**config.mk**
```make
export PLATFORM = sky130hd
export DESIGN_NAME = rns_to_int_seq
export DESIGN_NICKNAME = d
export VERILOG_FILES = /design/src/rtl/rns_to_int_seq.sv
export SDC_FILE = /design/constraint.sdc
export NUM_CORES = 2
export LEC_CHECK = 0
export BUFFER_PORTS_ARGS = -buffer_cell sky130_fd_sc_hd__buf_2
export CORE_MARGIN = 4
export CORE_UTILIZATION = 60
export CTS_CLUSTER_SIZE = 24
export DETAILED_ROUTE_END_ITERATION = 8
export PLACE_DENSITY = 0.78
export RECOVER_POWER = 25
export SYNTH_ARGS = -nofsm -noshare
export SYNTH_HDL_FRONTEND = slang
export SYNTH_SLANG_ARGS = --single-unit
```
**constraint.sdc**
```tcl
create_clock -name clk -period 50.3 [get_ports clk]
set_clock_uncertainty 0.05 [all_clocks]
set_input_delay 10.06 -clock clk [delete_from_list [all_inputs] [get_ports clk]]
set_output_delay 10.06 -clock clk [all_outputs]
set_load 0.005 [all_outputs]
```
**src/rtl/rns_to_int_seq.sv**
```systemverilog
// rns_to_int_seq: converts a packed four-residue RNS word to its integer value
// using sequential mixed-radix conversion (one digit per cycle).
//
// Parameters:
//   M0..M3    moduli of residue bytes [7:0], [15:8], [23:16], [31:24].
//             They must be pairwise coprime, each in [2,256], and the product
//             must be below 2^32.
// Ports:
//   clk       clock, rising edge
//   reset     synchronous active-high reset
//   in_valid  in_rns holds a valid RNS word
//   in_ready  block accepts in_rns this cycle
//   in_rns    packed residues {r3,r2,r1,r0}
//   out_valid out_data holds a converted result
//   out_ready consumer takes out_data this cycle
//   out_data  converted integer
// Build option:
//   RNS_SIGNED_OUT_EN  when defined, results above (M-1)/2 are output as X-M
//                      (two's complement) instead of unsigned X.
module rns_to_int_seq #(
  parameter int unsigned M0 = 233,
  parameter int unsigned M1 = 239,
  parameter int unsigned M2 = 241,
  parameter int unsigned M3 = 251
) (
  input  logic        clk,
  input  logic        reset,
  input  logic        in_valid,
  output logic        in_ready,
  input  logic [31:0] in_rns,
  output logic        out_valid,
  input  logic        out_ready,
  output logic [31:0] out_data
);

  // Multiplicative inverse of a modulo m by search; elaboration-time only.
  function automatic int unsigned f_inv(input int unsigned a, input int unsigned m);
    int unsigned a_red;
    a_red = a % m;
    for (int unsigned i = 1; i < m; i++) begin
      if (((a_red * i) % m) == 1) return i;
    end
    return 0;
  endfunction

  // One mixed-radix step: ((t - a) * inv) mod m, with t already in [0, m-1].
  function automatic logic [7:0] f_step(input int unsigned t, input int unsigned a,
                                        input int unsigned inv, input int unsigned m);
    int unsigned diff;
    diff = t + m - (a % m);
    return 8'((diff * inv) % m);
  endfunction

  localparam logic [63:0] MProd = 64'(M0) * 64'(M1) * 64'(M2) * 64'(M3);

  localparam int unsigned Inv01 = f_inv(M0, M1);
  localparam int unsigned Inv02 = f_inv(M0, M2);
  localparam int unsigned Inv03 = f_inv(M0, M3);
  localparam int unsigned Inv12 = f_inv(M1, M2);
  localparam int unsigned Inv13 = f_inv(M1, M3);
  localparam int unsigned Inv23 = f_inv(M2, M3);

  if (MProd >= 64'h1_0000_0000) begin : g_bad_range
    $fatal(1, "rns_to_int_seq: product of moduli does not fit in 32 bits");
  end
  if (M0 < 2 || M0 > 256 || M1 < 2 || M1 > 256 ||
      M2 < 2 || M2 > 256 || M3 < 2 || M3 > 256) begin : g_bad_modulus
    $fatal(1, "rns_to_int_seq: each modulus must lie in [2,256]");
  end
  if (Inv01 == 0 || Inv02 == 0 || Inv03 == 0 ||
      Inv12 == 0 || Inv13 == 0 || Inv23 == 0) begin : g_not_coprime
    $fatal(1, "rns_to_int_seq: moduli must be pairwise coprime");
  end

  typedef enum logic [2:0] {StIdle, StD1, StD2, StD3, StAcc, StOut} state_e;

  state_e      r_state;
  logic [7:0]  r_a0, r_a1, r_a2, r_a3;  // mixed-radix digits
  logic [7:0]  r_t1, r_t2, r_t3;        // residues, partially reduced in place
  logic        r_out_valid;
  logic [31:0] r_out_data;

  logic        w_xfer;
  logic [7:0]  w_r0, w_r1, w_r2, w_r3;
  logic [7:0]  w_a1, w_t2_d1, w_t3_d1;
  logic [7:0]  w_a2, w_t3_d2;
  logic [7:0]  w_a3;
  logic [31:0] w_x;
  logic [31:0] w_result;

  assign in_ready  = (r_state == StIdle) || ((r_state == StOut) && out_ready);
  assign w_xfer    = in_valid && in_ready;
  assign out_valid = r_out_valid;
  assign out_data  = r_out_data;

  // Residues >= their modulus are folded back into range on capture.
  assign w_r0 = 8'(32'(in_rns[7:0])   % M0);
  assign w_r1 = 8'(32'(in_rns[15:8])  % M1);
  assign w_r2 = 8'(32'(in_rns[23:16]) % M2);
  assign w_r3 = 8'(32'(in_rns[31:24]) % M3);

  // D1 strips a0 from every remaining residue, D2 strips a1, D3 strips a2.
  assign w_a1    = f_step(32'(r_t1), 32'(r_a0), Inv01, M1);
  assign w_t2_d1 = f_step(32'(r_t2), 32'(r_a0), Inv02, M2);
  assign w_t3_d1 = f_step(32'(r_t3), 32'(r_a0), Inv03, M3);
  assign w_a2    = f_step(32'(r_t2), 32'(r_a1), Inv12, M2);
  assign w_t3_d2 = f_step(32'(r_t3), 32'(r_a1), Inv13, M3);
  assign w_a3    = f_step(32'(r_t3), 32'(r_a2), Inv23, M3);

  // Horner form; every partial product stays below M, so 32 bits suffice.
  assign w_x = 32'(r_a0) + M0 * (32'(r_a1) + M1 * (32'(r_a2) + M2 * 32'(r_a3)));

`ifdef RNS_SIGNED_OUT_EN
  localparam logic [31:0] MVal  = MProd[31:0];
  localparam logic [31:0] HalfM = (MVal - 32'd1) >> 1;
  assign w_result = (w_x > HalfM) ? (w_x - MVal) : w_x;
`else
  assign w_result = w_x;
`endif

  always_ff @(posedge clk) begin
    if (reset) begin
      r_state     <= StIdle;
      r_a0        <= '0;
      r_a1        <= '0;
      r_a2        <= '0;
      r_a3        <= '0;
      r_t1        <= '0;
      r_t2        <= '0;
      r_t3        <= '0;
      r_out_valid <= 1'b0;
      r_out_data  <= '0;
    end else begin
      // Capture only happens in StIdle or StOut, so it never collides with D1..D3.
      if (w_xfer) begin
        r_a0 <= w_r0;
        r_t1 <= w_r1;
        r_t2 <= w_r2;
        r_t3 <= w_r3;
      end
      case (r_state)
        StIdle: begin
          if (w_xfer) r_state <= StD1;
        end
        StD1: begin
          r_a1    <= w_a1;
          r_t2    <= w_t2_d1;
          r_t3    <= w_t3_d1;
          r_state <= StD2;
        end
        StD2: begin
          r_a2    <= w_a2;
          r_t3    <= w_t3_d2;
          r_state <= StD3;
        end
        StD3: begin
          r_a3    <= w_a3;
          r_state <= StAcc;
        end
        StAcc: begin
          r_out_data  <= w_result;
          r_out_valid <= 1'b1;
          r_state     <= StOut;
        end
        StOut: begin
          if (out_ready) begin
            r_out_valid <= 1'b0;
            r_state     <= in_valid ? StD1 : StIdle;
          end
        end
        default: begin
          r_out_valid <= 1'b0;
          r_state     <= StIdle;
        end
      endcase
    end
  end

endmodule

```
==> results.ini <==
[flow_run]
maxCapViolations=1

[sta]
hold_slack_ns=0.405
hold_viol=0
rsz0062_at_grt=false
fin_crit_sh=0.647
worstMarginPinSlew_ns=3.09
setup_tns_ns=0
drv_slew=61
setup_viol=0
relSlewSlack=-1.06
fmax_ghz=0.0307
min_period_ns=32.55

[critical_path]
crit_fanout=16
start_kind=flop
reg2reg_from=r_a1[4]$_SDFFE_PP0P_
endpoint_kind=flop
cp_num_buf_inv=12
arrival_ns=32.61
required_ns=50.36
worstSetupPathType=flop to flop
cpMostUsedCell=inv_1
r2r-end=r_t3[5]$_SDFFE_PP0P_
cp.depth=105
critPathSlowestCell=a311oi_1
crit_family=compound AO/OA/AOI/OAI gates
reg2reg_depth=105
slowest_delay_ns=0.73
r2r_slack_ns=17.75

[final_layout]
syn_to_final_growth_pct=1.43
final_area_um2=80400
n_fill_cell=11818
nNetsFinal=11208
ff_latch_area_um2=1840
multiInputGateArea_um2=72000
instances_no_fill=11727
drive_gt1_frac=0.104

[die]
core_um2=131000
io_pins=70
dieHeight_um=372
initial_utilization=0.603
die_w_um=372
die_area_um2=138000
fp-row-count=133

[logic_synthesis]
avgSynthCellArea_um2=7.82
synth-edff-count=0
synth_flop_cell=dfxtp_1
ys_seq_area_frac=0.0232
yosysMostFrequentCell=inv_1
ys_async_sr_fraction=0
synth_area_um2=79300
yosysUniqueCellTypes=211
synthCells=10141
synth_seq_cells=92
synth.area.top_cells=fa_1, ha_1, xnor2_1
synth_top_area_share=0.141
synthTopCellsByCount=inv_1, nand2_1, nor2_1
yosys.area.top_type=fa_1
yosysWarnings=0

[clock_tree]
ctsResizeCount=0
cts_tree=done
clk_latency_ns=0.38
numClockSinks=92
cts_setup_buffers=0
cts_buffer_depth=2
cts_root_buffer=clkbuf_16
cts_hold_buf=0
clkTransAtPathRegs_ns=0.08
cts_buffers=9
htree_levels=3

[drt]
wl_um=215000
wl_per_cell_um=18.3
drcViolationCount=0
antenna_left=0
dr.pass1.iters=6
via_count=77990
drtIter0Drc=6744
vias_per_cell=6.65

[run_status]
violations=max-capacitance violations, max-slew violations
status=finished, violations left

[grt]
grt_overflow_total=0
antenna_found_initial=1
grt_pass1_vias=73381
grt_pass1_wl_um=360000
track_usage=0.298
grt_max_degree=61

[placement]
place.gp.congestion=0.944
place_area_um2=80200
hpwl_um=177000
dp_cells=11709
io_buffers=69

[hold_path]
hold_class=flop to flop
hold_depth=2
hp-start=out_data[23]$_SDFFE_PP0P_
min_to=out_data[23]$_SDFFE_PP0P_

[area by class of cell]
class                           instances  area share
Clock buffer                            9     0.00280
Timing Repair Buffer                  102     0.00717
Multi-Input combinational cell       8807       0.895
Antenna cell                            2   0.0000622
Tap cell                             1755      0.0273
Inverter                              953      0.0445
Sequential cell                        92      0.0229
Clock inverter                          7    0.000809
[how the worst max path moves through the flow]
| stage | end | startpoint | slack [ns] |
|---|---|---|---|
| 6_report | r_t3[5]$_SDFFE_PP0P_ | r_a1[4]$_SDFFE_PP0P_ | 17.75 |
| 5_1_grt | r_t3[5]$_SDFFE_PP0P_ | r_a1[4]$_SDFFE_PP0P_ | 15.09 |
| 4_1_cts | r_t3[5]$_SDFFE_PP0P_ | r_a1[4]$_SDFFE_PP0P_ | 18.28 |
| 3_5_place_dp | r_t3[5]$_SDFFE_PP0P_ | r_a1[4]$_SDFFE_PP0P_ | 18.37 |
| 3_3_place_gp | r_t3[5]$_SDFFE_PP0P_ | r_a1[7]$_SDFFE_PP0P_ | 19.42 |
| 2_1_floorplan | r_t3[5]$_SDFFE_PP0P_ | r_a1[7]$_SDFFE_PP0P_ | 23.15 |
[cells by family (layout without fill, tap and decap cells)]
| group | after synthesis | in the layout | synth area share |
|---|---|---|---|
| AND/OR/NAND/NOR | 3194 | 3194 | 0.212 |
| other | 1 | 5 | 0.0000473 |
| adder cells (fa/ha/maj) | 1253 | 1253 | 0.249 |
| multiplexers | 238 | 238 | 0.0332 |
| buffers and inverters | 1244 | 1071 | 0.0698 |
| flip-flops | 92 | 92 | 0.0232 |
| XOR/XNOR | 675 | 675 | 0.0769 |
| AO/OA/AOI/OAI | 3444 | 3444 | 0.336 |
[tightest hold or removal path, stage by stage (launching register included)]
cell and delay, ns:
dfxtp_1 0.31, nand2_1 0.05, a21oi_1 0.05
[state kept, by name, indices dropped and copies added (netlist names)]
signal / cells
out_data: 32
out_valid: 1
r_a0: 8
r_a1: 8
r_a2: 8
r_a3: 8
r_state: 3
r_t1: 8
r_t2: 8
r_t3: 8
[cells in the final DEF (no fill, tap or decap), types with 100 or more instances in the layout]
cell / count
a211oi_1: 143
a21o_1: 194
a21oi_1: 664
a31oi_1: 140
and2_1: 119
fa_1: 558
ha_1: 649
inv_1: 943
mux2i_1: 143
nand2_1: 778
nand3_1: 284
nand4_1: 108
nor2_1: 696
nor3_1: 287
o211ai_1: 118
o21a_1: 121
o21ai_0: 386
o21bai_1: 116
o31ai_1: 100
xnor2_1: 491
xor2_1: 161
[per-stage QoR]
step | utilization | setup WS (ns)
6_report | 0.612 | 17.75
5_1_grt | 0.612 | 15.09
3_3_place_gp | 0.610 | 19.42
2_1_floorplan | - | 23.15
4_1_cts | 0.612 | 18.28
3_5_place_dp | 0.610 | 18.37
[per-layer routing]
metal  GRT usage  wire length, µm
met2       0.500            99800
met5           0                0
met3      0.0331            12700
met4      0.0620             4430
met1       0.414            97800
Power is left out: the tool's default activity adds up to more than one toggle a clock period on the data nets, which glitch-free logic cannot reach.
